### src/rtl/instr_fetch_pkg.sv
// Shared defaults, FSM encoding and helpers for the instruction fetch unit.
package instr_fetch_pkg;

    localparam logic [31:0] DefaultResetPc   = 32'h0000_0000;
    localparam int unsigned DefaultFifoDepth = 2;

    typedef enum logic [1:0] {
        StIdle = 2'd0,
        StWait = 2'd1,
        StDrop = 2'd2
    } fetch_state_e;

    function automatic logic [31:0] align_pc(input logic [31:0] pc);
        return {pc[31:2], 2'b00};
    endfunction

endpackage

### src/rtl/fetch_fifo.sv
// Small synchronous FIFO of {instr, pc} entries with flush; simultaneous push/pop allowed when full.
module fetch_fifo #(
    parameter int unsigned DEPTH = 2,
    parameter int unsigned WIDTH = 64
) (
    input  logic             clk,
    input  logic             rst_n,
    input  logic             flush,
    input  logic             push,
    input  logic [WIDTH-1:0] push_data,
    input  logic             pop,
    output logic [WIDTH-1:0] pop_data,
    output logic             full,
    output logic             empty
);

    localparam int unsigned AW = (DEPTH > 1) ? $clog2(DEPTH) : 1;

    logic [WIDTH-1:0] mem_q [DEPTH];
    logic [AW-1:0]    wptr_q, rptr_q;
    logic [AW:0]      count_q;
    logic             do_push, do_pop;

    assign full     = (count_q == (AW+1)'(DEPTH));
    assign empty    = (count_q == '0);
    assign do_pop   = pop && !empty;
    assign do_push  = push && (!full || do_pop);
    assign pop_data = mem_q[rptr_q];

    // Power-of-two depth lets the pointers wrap by plain overflow.
    always_ff @(posedge clk or negedge rst_n) begin
        if (!rst_n) begin
            wptr_q  <= '0;
            rptr_q  <= '0;
            count_q <= '0;
            for (int i = 0; i < int'(DEPTH); i++) begin
                mem_q[i] <= '0;
            end
        end else if (flush) begin
            wptr_q  <= '0;
            rptr_q  <= '0;
            count_q <= '0;
        end else begin
            if (do_push) begin
                mem_q[wptr_q] <= push_data;
                wptr_q        <= wptr_q + AW'(1);
            end
            if (do_pop) begin
                rptr_q <= rptr_q + AW'(1);
            end
            if (do_push && !do_pop) begin
                count_q <= count_q + (AW+1)'(1);
            end else if (do_pop && !do_push) begin
                count_q <= count_q - (AW+1)'(1);
            end
        end
    end

endmodule

### src/rtl/instr_fetch.sv
// Instruction fetch: one outstanding memory read, redirect handling, buffered delivery to decode.
module instr_fetch
    import instr_fetch_pkg::*;
#(
    parameter logic [31:0] RESET_PC   = DefaultResetPc,
    parameter int unsigned FIFO_DEPTH = DefaultFifoDepth
) (
    input  logic        clk,
    input  logic        rst_n,
    input  logic        redirect_valid,
    input  logic [31:0] redirect_pc,
    output logic        imem_req_valid,
    input  logic        imem_req_ready,
    output logic [31:0] imem_req_addr,
    input  logic        imem_rsp_valid,
    input  logic [31:0] imem_rsp_data,
    output logic        instr_valid,
    output logic [31:0] instr,
    output logic [31:0] instr_pc,
    input  logic        instr_ready
);

    fetch_state_e state_q, state_d;
    logic [31:0]  fetch_pc_q, fetch_pc_d;
    logic [31:0]  req_addr_q, req_addr_d;
    logic         run_q;
    logic         req_fire, fifo_push, fifo_pop, fifo_full, fifo_empty;
    logic [63:0]  fifo_head;

    // run_q keeps the request low until the first edge after reset release.
    assign imem_req_valid = run_q && (state_q == StIdle) && !fifo_full;
    assign imem_req_addr  = fetch_pc_q;
    assign req_fire       = imem_req_valid && imem_req_ready;
    assign instr_valid    = !fifo_empty;
    assign instr          = fifo_head[63:32];
    assign instr_pc       = fifo_head[31:0];
    assign fifo_pop       = instr_valid && instr_ready;

    always_comb begin
        state_d    = state_q;
        fetch_pc_d = fetch_pc_q;
        req_addr_d = req_addr_q;
        fifo_push  = 1'b0;

        if (req_fire) begin
            req_addr_d = fetch_pc_q;
            fetch_pc_d = fetch_pc_q + 32'd4;
        end
        if (redirect_valid) begin
            fetch_pc_d = align_pc(redirect_pc);
        end

        unique case (state_q)
            StIdle: begin
                if (req_fire) begin
                    state_d = redirect_valid ? StDrop : StWait;
                end
            end
            StWait: begin
                // A response arriving with a redirect retires the request but is discarded.
                if (imem_rsp_valid) begin
                    state_d   = StIdle;
                    fifo_push = !redirect_valid;
                end else if (redirect_valid) begin
                    state_d = StDrop;
                end
            end
            StDrop: begin
                if (imem_rsp_valid) begin
                    state_d = StIdle;
                end
            end
            default: state_d = StIdle;
        endcase
    end

    always_ff @(posedge clk or negedge rst_n) begin
        if (!rst_n) begin
            state_q    <= StIdle;
            fetch_pc_q <= RESET_PC;
            req_addr_q <= '0;
            run_q      <= 1'b0;
        end else begin
            state_q    <= state_d;
            fetch_pc_q <= fetch_pc_d;
            req_addr_q <= req_addr_d;
            run_q      <= 1'b1;
        end
    end

    fetch_fifo #(
        .DEPTH (FIFO_DEPTH),
        .WIDTH (64)
    ) u_fetch_fifo (
        .clk       (clk),
        .rst_n     (rst_n),
        .flush     (redirect_valid),
        .push      (fifo_push),
        .push_data ({imem_rsp_data, req_addr_q}),
        .pop       (fifo_pop),
        .pop_data  (fifo_head),
        .full      (fifo_full),
        .empty     (fifo_empty)
    );

endmodule
### config.mk
export PLATFORM = sky130hd
export DESIGN_NAME = instr_fetch
export DESIGN_NICKNAME = d
export VERILOG_FILES = /design/src/rtl/instr_fetch_pkg.sv /design/src/rtl/fetch_fifo.sv /design/src/rtl/instr_fetch.sv
export SDC_FILE = /design/constraint.sdc
export NUM_CORES = 1
export LEC_CHECK = 0
export CORE_UTILIZATION = 30
export CTS_CLUSTER_DIAMETER = 100
export DETAILED_ROUTE_END_ITERATION = 7
export HOLD_SLACK_MARGIN = 0.08
export SYNTH_ARGS = -nofsm -noshare
export SYNTH_HDL_FRONTEND = slang
export SYNTH_SLANG_ARGS = --single-unit
### constraint.sdc
create_clock -name clk -period 1.8 [get_ports clk]
set_clock_uncertainty 0.05 [all_clocks]
set_input_delay 0.36 -clock clk [delete_from_list [all_inputs] [get_ports clk]]
set_output_delay 0.36 -clock clk [all_outputs]
set_load 0.005 [all_outputs]
# ---- Yosys cells after proc, flatten, opt, wreduce, memory -nomap -nowiden
# Cells that the tools add are included.
dict set report op_classes {
  div 0
  n_lt_le_gt_ge 3
  n_addsub 5
  bitwise 3
  n_shift 0
  muxes 23
  eq_ne 6
  n_mul 0
  reduce_logical 23
}
# operator count
set op_table {}
lappend op_table {{$mux W64} 4}
lappend op_table {{$bwmux W128} 1}
lappend op_table {{$demux W64 S1} 1}
lappend op_table {{$mux W32} 2}
lappend op_table {{$add A32 B3 Y32 const B} 1}
lappend op_table {{$mux W2} 8}
lappend op_table {{$logic_and A1 B1 Y1} 9}
lappend op_table {{$mux W1} 6}
lappend op_table {{$pmux W2 S3} 1}
lappend op_table {{$reduce_bool A2 Y1} 3}
lappend op_table {{$logic_not A1 Y1} 5}
lappend op_table {{$eq A2 B2 Y1 const B} 2}
lappend op_table {{$ge A2 B2 Y1 const B} 2}
lappend op_table {{$logic_not A2 Y1} 2}
lappend op_table {{$ne A2 B2 Y1 const B} 2}
lappend op_table {{$not A1 Y2} 2}
lappend op_table {{$ne A3 B3 Y1 const B} 1}
lappend op_table {{$reduce_and A3 Y1} 1}
lappend op_table {{$reduce_bool A3 Y1} 1}
lappend op_table {{$add A1 B1 Y1 const B} 2}
lappend op_table {{$add A2 B1 Y2 const B} 1}
lappend op_table {{$eq A2 B1 Y1 const B} 1}
lappend op_table {{$lt A2 B1 Y1 const B} 1}
lappend op_table {{$reduce_and A2 Y1} 1}
lappend op_table {{3 further kinds} 3}
dict set report totals {
  mem_bits_rw 0
  input_bits 70
  mem_bits_ro 0
  output_inout_bits 98
  elab_cells 72
  reg_bits 199
  mem_count 0
  latch_bits 0
}

# ---- Depth between registers and ports, before layout
# Gate-level depths: netlist (run 1).
dict set report depth {
  ltp_word 11
  depth_mapped 6
}

# ---- Modules after synthesis
# Synthesis (run 1) repeated with hierarchy kept, for this count alone.
dict set report hier_totals {
  hier_cells 665
  hier_area_um2 9064.9
}
# mod n_inst cells_each area_per_inst_um2 seq_area_each_um2
set modules_own_cells {}
lappend modules_own_cells {fetch_fifo 1 365 5914.4 3303.2}
lappend modules_own_cells {instr_fetch 1 300 3150.5 1576.5}

# ---- Worst setup path before layout (run 1)
# No wires, ideal clock.
dict set report synth_timing {
  path_type {register to register}
  from {register fetch_pc_q[2], in the netlist imem_req_addr[2]}
  to {register fetch_pc_q[30], in the netlist imem_req_addr[30]}
  setup_slack_ns -0.240
  required_ns 1.625
  setup_time_ns 0.125
  arrival_ns 1.865
  path_stages_with_launch 7
  path_cell_list {dfrtp_1 > ha_1 > nand4_1 > nor4_2 > nand4_1 > xnor2_1 > mux2_2}
}
dict set report synth_between {
  elab_chain_len 3
}
# element line_no
set synth_rtl {}
lappend synth_rtl {{from (decl)} instr_fetch.sv:24} ;# logic [31:0] fetch_pc_q, fetch_pc_d;
lappend synth_rtl {{from (signal assigned)} instr_fetch.sv:85} ;# fetch_pc_q <= fetch_pc_d;
lappend synth_rtl {{$add A32 B3 Y32} instr_fetch.sv:47} ;# fetch_pc_d = fetch_pc_q + 32'd4;
lappend synth_rtl {{$mux W32} instr_fetch.sv:45} ;# if (req_fire) begin
lappend synth_rtl {{$mux W32} instr_fetch.sv:49} ;# if (redirect_valid) begin
# Every way passes these cells. The select of a mux whose other input is x is not followed.
# A chain may end at the register's enable or synchronous reset.

# ---- Final worst setup path (run 1)
dict set report layout_timing {
  from {register u_fetch_fifo.rptr_q}
  to {output port instr_pc[6]}
}
dict set report layout_between {
  elab_chain_len 4
}
# element line_no
set layout_rtl {}
lappend layout_rtl {{from (decl)} fetch_fifo.sv:20} ;# logic [AW-1:0] wptr_q, rptr_q;
lappend layout_rtl {{from (signal assigned)} fetch_fifo.sv:49} ;# rptr_q <= rptr_q + AW'(1);
lappend layout_rtl {{$not A1 Y2 (not written as such)} fetch_fifo.sv:28} ;# assign pop_data = mem_q[rptr_q];
lappend layout_rtl {{$mux W64 (not written as such) (3 in a row)} fetch_fifo.sv:28}
lappend layout_rtl {{to (decl)} instr_fetch.sv:19} ;# output logic [31:0] instr_pc,
# Every way passes these cells. The select of a mux whose other input is x is not followed.

==> results of run 1 <==
-- stage by stage --
| step | TNS [ps] | setup slack (ps) |
|---|---|---|
| final | -37100 | -361 |
| after global routing | -49610 | -414 |
| after CTS | -38500 | -457 |
| after detailed placement | -69960 | -507 |
| after global placement | -70630 | -498 |
| after floorplan | -1070 | -45.3 |
-- Yosys cell counts, drive strengths merged --
cell type,instances
dfrtp,191
mux2,187
nand2,131
o21ai,32
buf,23
xnor2,19
clkbuf,16
nand4,15
nor3,14
xor2,11
nor2,10
nand3,9
nor4,5
nand2b,4
nor2b,4
inv,3
a21oi,2
and2,2
conb,2
mux2i,2
or4,2
a211oi,1
a22oi,1
a311oi,1
and3,1
and3b,1
and4,1
ha,1
nor3b,1
or2,1
or4b,1
-- layer usage --
| metal | track usage | vias up | part of all wire |
|---|---|---|---|
| met5 | 0 | - | 0 |
| met1 | 0.234 | 3270 | 0.46 |
| met3 | 0.0293 | 22 | 0.040 |
| met2 | 0.302 | 163 | 0.48 |
| met4 | 0.0603 | 0 | 0.013 |
| li1 | - | 3034 | - |
-- layout make-up --
cell class / count / area [sq um]
clock buffers: 17 / 425
clock inverters: 15 / 195
fillers: 2507 / 14300
inverters: 3 / 11.3
multi-input cells: 465 / 4150
flip-flops and latches: 191 / 4790
well taps: 378 / 473
repair buffers: 334 / 3500
-- repair_timing --
action | in CTS | in global routing
buffers inserted | 64 | 17
gates cloned | 20 | 2
pin swaps | 16 | 20
setup endpoints to repair | 213 | 224
gates resized for setup | 477 | 89
hold endpoints to repair | 35 | 0
hold buffers | 1 | 0
-- report_power, final --
part           switching [mW]  internal, mW  leakage (nW)  total [mW]
Clock                    1.86          2.13         0.301        3.99
Sequential              0.511          5.09          2.49        5.60
Combinational            1.34          2.51          3.75        3.85
Total                    3.71          9.72          6.54        13.4
-- logic make-up (layout without fill, tap and decap cells) --
logic type                 count (synthesis)  after routing  synth area share
AOI/OAI and AO/OA                         37             37            0.0228
xor gates and xnor gates                  30             30            0.0309
adders and majority gates                  1              1           0.00147
buffers and inverters                     42            369            0.0231
DFF                                      191            191             0.561
muxes                                    189            189             0.250
other                                      2              5          0.000882
and+or+nand+nor                          202            203             0.110
-- worst max-delay path, stage by stage, from the launching register on --
cell	delay [ps]
dfrtp_4	540
buf_8	160
buf_12	130
buf_6	110
mux2_2	250
buf_2	130
-- placed cells by master, fill, tap and decap left out, drive strengths merged, types with 5 or more instances in the layout --
master / synthesis / routed
buf: 23 / 235
clkbuf: 16 / 21
clkdlybuf4s50: 0 / 68
conb: 2 / 5
dfrtp: 191 / 191
dlygate4sd2: 0 / 22
inv: 3 / 11
mux2: 187 / 187
nand2: 131 / 131
nand3: 9 / 9
nand4: 15 / 15
nor2: 10 / 10
nor3: 14 / 14
nor4: 5 / 5
o21ai: 32 / 32
xnor2: 19 / 19
xor2: 11 / 11
-- final timing paths --
kind	startpoint	endpoint	slack (ps)	depth (start not counted)
setup / recovery	u_fetch_fifo.rptr_q	instr_pc[6]	-360	5
hold / removal	redirect_valid	u_fetch_fifo.rptr_q	200	2
setup reg to reg	state_q[1]	u_fetch_fifo.mem_q[41]	-270	10
hold reg to reg	req_addr_q[7]	req_addr_q[7]	450	2
max in group asynchronous	rst_n	imem_req_addr[12]	730	3
min in group asynchronous	rst_n	u_fetch_fifo.mem_q[57]	390	2
-- flip-flops by register name, indices dropped and copies added (netlist names) --
signal                count
state_q                   2
u_fetch_fifo.wptr_q       1
u_fetch_fifo.count_q      2
imem_req_addr            30
run_q                     1
u_fetch_fifo.mem_q      124
req_addr_q               30
u_fetch_fifo.rptr_q       1
==> impl_metrics.env, run 1 <==
export IMPL_antenna_violating_nets_post_route=0
export IMPL_clock_pin_slew_reported_for_the_worst_setup_and_hold_paths_after_clock_tree_synthesis_ps=80
export IMPL_static_leakage_power_nw=6.54
export IMPL_violated_checks="setup timing"
export IMPL_floorplan_core_area_sq_mm=0.0279
export IMPL_fin_total_pwr_mw=13.4
export IMPL_clk_insertion_delay_late_ps=430
export IMPL_average_via_count_per_standard_cell=4.63
export IMPL_tritoncts="built"
export IMPL_globalplace_congestion=0.759
export IMPL_hpwl_microns=14800
export IMPL_antenna_found_initial=0
export IMPL_status="finished, violations left"
export IMPL_syn_cell_area_sq_mm=0.00852
export IMPL_final_period_minus_worst_setup_slack_ps=2160
export IMPL_worst_ir_drop_vdd_v=0.000618
export IMPL_synth_avg_cell_area_sq_um=12.3
export IMPL_crit_type="reg2out"
export IMPL_power_density_mw_per_mm2=991
export IMPL_die_height_microns=170
export IMPL_cts_root_buf="clkbuf_16"
export IMPL_ys_seq_elements=191
export IMPL_distinct_cells_synth=40
export IMPL_wire_per_inst_microns=18.1
export IMPL_holdCritPathClass="in2reg"
export IMPL_antenna_cells=0
export IMPL_pin_count_of_the_biggest_net_entering_global_routing=65
export IMPL_io_buffers=161
export IMPL_maxCapViolations=0
export IMPL_dp_cells=1282
export IMPL_grt_usage=0.180
export IMPL_rows=61
export IMPL_grt_pass1_wl_microns=39600
export IMPL_io_pin_count=168
export IMPL_hold_slack_ps=198
export IMPL_yosysTopAreaCellShare=0.561
export IMPL_finish_cell_count_without_fillers=1403
export IMPL_yosys_area_top_type="dfrtp_1"
export IMPL_final_util=0.487
export IMPL_clockBufferDepth=2
export IMPL_cts_htree_levels=4
export IMPL_routed_via_count=6489
export IMPL_crit_path_start_kind="register"
export IMPL_netlist_top_cells_area="dfrtp_1 (56%), mux2_2 (25%), nand2_1 (5.8%)"
export IMPL_synth_seq_area_share=0.561
export IMPL_ys_warn_count=0
export IMPL_crit_path_max_fanout=6
export IMPL_final_count_of_pins_violating_max_slew=0
export IMPL_worstSetupEndpointType="output pin"
export IMPL_final_layout_size_suffix_gt1_frac=0.496
export IMPL_dieWidth_microns=170
export IMPL_post_dp_cell_area_sq_mm=0.0113
export IMPL_detail_route_drc_violations=0
export IMPL_finalHoldViolCount=0
export IMPL_rsz0062_at_grt="true"
export IMPL_die_footprint_sq_mm=0.0291
export IMPL_cp_arrival_ps=1750
export IMPL_start_util=0.306
export IMPL_synth_cells=694
export IMPL_detail_route_iter0_violations=295
export IMPL_first_global_vias=6953
export IMPL_first_pass_iters=4
export IMPL_fin_ws_ps=-361
export IMPL_grt_remaining_overflow=0
export IMPL_route_final_wire_length_microns=25400
export IMPL_layout_cell_area_non_filler_sq_mm=0.0136
export IMPL_number_of_clock_sinks=191
export IMPL_finalNetCount=1083
export IMPL_final_period_utilization=1.20
export IMPL_timing_final_setup_violations=195
export IMPL_worst_endpoint_required_ps=1390
export IMPL_tritoncts_num_buffers=17
export IMPL_fmax_mhz=463
export IMPL_area_growth_synth_to_final_pct=59.2
No activity file was read; power rests on OpenSTA's default activity.
==> inputs of run 2 (changes only) <==
Settings changed: CELL_PAD_IN_SITES_DETAIL_PLACEMENT from default to 1, CELL_PAD_IN_SITES_GLOBAL_PLACEMENT from default to 2, PLACE_DENSITY_LB_ADDON from default to 0.1.
==> run 2 against run 1 <==
  * The flow still finishes with violations (setup timing)
  * Register-to-register slack better by 30 ps
  * Clock power is 5% lower
  * Sequential power hardly changed
  * Worst setup slack worse by 46 ps
  * Largest cell class unchanged
==> impl_metrics.env, run 2 (synthesized netlist as in run 1, its figures left out) <==
export IMPL_status="finished, violations left"
export IMPL_violated_checks="setup timing"
export IMPL_layout_cell_area_non_filler_sq_mm=0.0137
export IMPL_fmax_mhz=453
export IMPL_route_final_wire_length_microns=27400
export IMPL_crit_path_max_fanout=7
export IMPL_final_layout_size_suffix_gt1_frac=0.505
export IMPL_routed_via_count=6552
export IMPL_dieWidth_microns=170
export IMPL_holdCritPathClass="in2reg"
export IMPL_die_height_microns=170
export IMPL_cts_root_buf="clkbuf_16"
export IMPL_number_of_flip_flops_under_the_largest_register_name=124
export IMPL_die_footprint_sq_mm=0.0291
export IMPL_power_density_mw_per_mm2=975
export IMPL_r2r_setup_slack_ps=-240
export IMPL_final_count_of_pins_violating_max_slew=0
export IMPL_finalNetCount=1095
export IMPL_clkPwrFrac=0.284
export IMPL_pin_count_of_the_biggest_net_entering_global_routing=65
export IMPL_final_period_minus_worst_setup_slack_ps=2210
export IMPL_final_period_utilization=1.23
export IMPL_globalplace_congestion=0.783
export IMPL_layout_commonest_cell="dfrtp_1"
export IMPL_fin_total_pwr_mw=13.4
export IMPL_post_dp_cell_area_sq_mm=0.0112
export IMPL_commonest_cells_after_routing_fill_and_taps_aside="dfrtp_1 (182), nand2_1 (129), mux2_2 (102), buf_4 (100), mux2_4 (85)"
export IMPL_fin_ws_ps=-407
export IMPL_fillers=2835
export IMPL_hold_slack_ps=224
export IMPL_area_growth_synth_to_final_pct=61.4
export IMPL_antenna_violating_nets_post_route=0
export IMPL_timing_critical_path_cells="buf_12, buf_8, buf_12, buf_12, mux2_4, buf_6"
export IMPL_rsz0062_at_grt="true"
export IMPL_clockBufferDepth=2
export IMPL_static_leakage_power_nw=6.62
export IMPL_tritoncts="built"
export IMPL_antenna_cells=0
export IMPL_cp_buffers_inverters=5
export IMPL_worst_ir_drop_vdd_v=0.000575
export IMPL_detail_route_iter0_violations=303
export IMPL_rows=61
export IMPL_floorplan_core_area_sq_mm=0.0279
export IMPL_grt_usage=0.198
export IMPL_io_pin_count=168
export IMPL_finalHoldViolCount=0
export IMPL_crit_path_start_kind="register"
export IMPL_hpwl_microns=16100
export IMPL_tritoncts_num_buffers=17
export IMPL_crit_path_max_incr_delay_ps=430
export IMPL_number_of_clock_sinks=191
export IMPL_net_switching_power_mw=3.72
export IMPL_clock_pin_slew_reported_for_the_worst_setup_and_hold_paths_after_clock_tree_synthesis_ps=60
export IMPL_intPower_mw=9.68
export IMPL_critPathSlowestCell="dfrtp_2"
export IMPL_cp_arrival_ps=1800
export IMPL_timing_final_setup_violations=165
export IMPL_first_global_vias=7315
export IMPL_dpl_worst_slack_ps=-530
export IMPL_power_sequential_fraction=0.419
export IMPL_grt_pass1_wl_microns=43200
export IMPL_cp_top_family="buffers and inverters"
export IMPL_worstSetupEndpointType="output pin"
export IMPL_clk_insertion_delay_late_ps=420
export IMPL_cts_htree_levels=4
export IMPL_first_pass_iters=5
export IMPL_wire_per_inst_microns=19.4
export IMPL_maxCapViolations=0
export IMPL_netSwitchingFraction=0.278
export IMPL_io_buffers=161
export IMPL_crit_path_most_repeated_cell="buf_12"
export IMPL_detail_route_drc_violations=0
export IMPL_crit_type="reg2out"
export IMPL_grt_remaining_overflow=0
export IMPL_worst_endpoint_required_ps=1390
export IMPL_top_register="u_fetch_fifo.mem_q"
export IMPL_antenna_found_initial=0
export IMPL_start_util=0.306
export IMPL_power_frac_comb=0.297
export IMPL_average_via_count_per_standard_cell=4.63
export IMPL_final_setup_tns_ps=-29430
## run 2: per-stage QoR
| stage | std cells | util |
|---|---|---|
| detailed placement | 1278 | 0.403 |
| CTS | 1397 | 0.481 |
| global route | 1415 | 0.493 |
| finish | 1415 | 0.493 |
| global placement | 1278 | 0.403 |
| floorplan | 697 | - |
## run 2: repair_timing
item,4_1_cts,5_1_grt
endpoints found under the setup margin,239,222
pin swaps,21,49
gates cloned,22,0
endpoints found under the hold margin,37,0
resized for setup,491,78
hold buffers,1,0
buffers inserted,65,27
## run 2: worst register-to-register path, cell delays in order (launching register included)
cell and delay, ps:
dfrtp_1 400, buf_6 120, and3b_2 260, o21ai_4 90, nor3_4 250, buf_6 190
buf_12 130, buf_16 130, mux2_4 300
## run 2: path summary, 6_finish.rpt
| kind | startpoint | endpoint | cells after the start |
|---|---|---|---|
| hold reg to reg | u_fetch_fifo.mem_q[54] | u_fetch_fifo.mem_q[54] | 1 |
| min in group asynchronous | rst_n | u_fetch_fifo.mem_q[57] | 2 |
| setup reg to reg | state_q[1] | u_fetch_fifo.mem_q[116] | 8 |
| setup / recovery | u_fetch_fifo.rptr_q | instr[9] | 6 |
| max in group asynchronous | rst_n | imem_req_addr[5] | 3 |
| hold / removal | redirect_valid | u_fetch_fifo.wptr_q | 2 |
## run 2: layout make-up
cell class / count / area [sq um] / area share
Clock buffer: 18 / 439 / 0.0320
Clock inverter: 14 / 145 / 0.0106
Inverter: 3 / 11.3 / 0.000819
Multi-Input combinational cell: 465 / 4160 / 0.303
Sequential cell: 191 / 4790 / 0.349
Tap cell: 378 / 473 / 0.0344
Timing Repair Buffer: 346 / 3720 / 0.271
## run 2: per-layer routing
metal,part of all wire,global-route usage,wire length [microns]
met1,0.46,0.262,12600
met2,0.50,0.342,13800
met3,0.030,0.0291,835
met4,0.0073,0.0419,199
met5,0,0,0
## run 2: power groups by stage
stage	combinational, mW	sequential, mW	clock, mW
2_1_floorplan	1.43	5.51	0
3_3_place_gp	3.33	5.58	0
3_5_place_dp	3.39	5.64	0
4_1_cts	3.86	5.58	3.91
5_1_grt	4.32	5.72	4.11
6_report	3.98	5.61	3.81
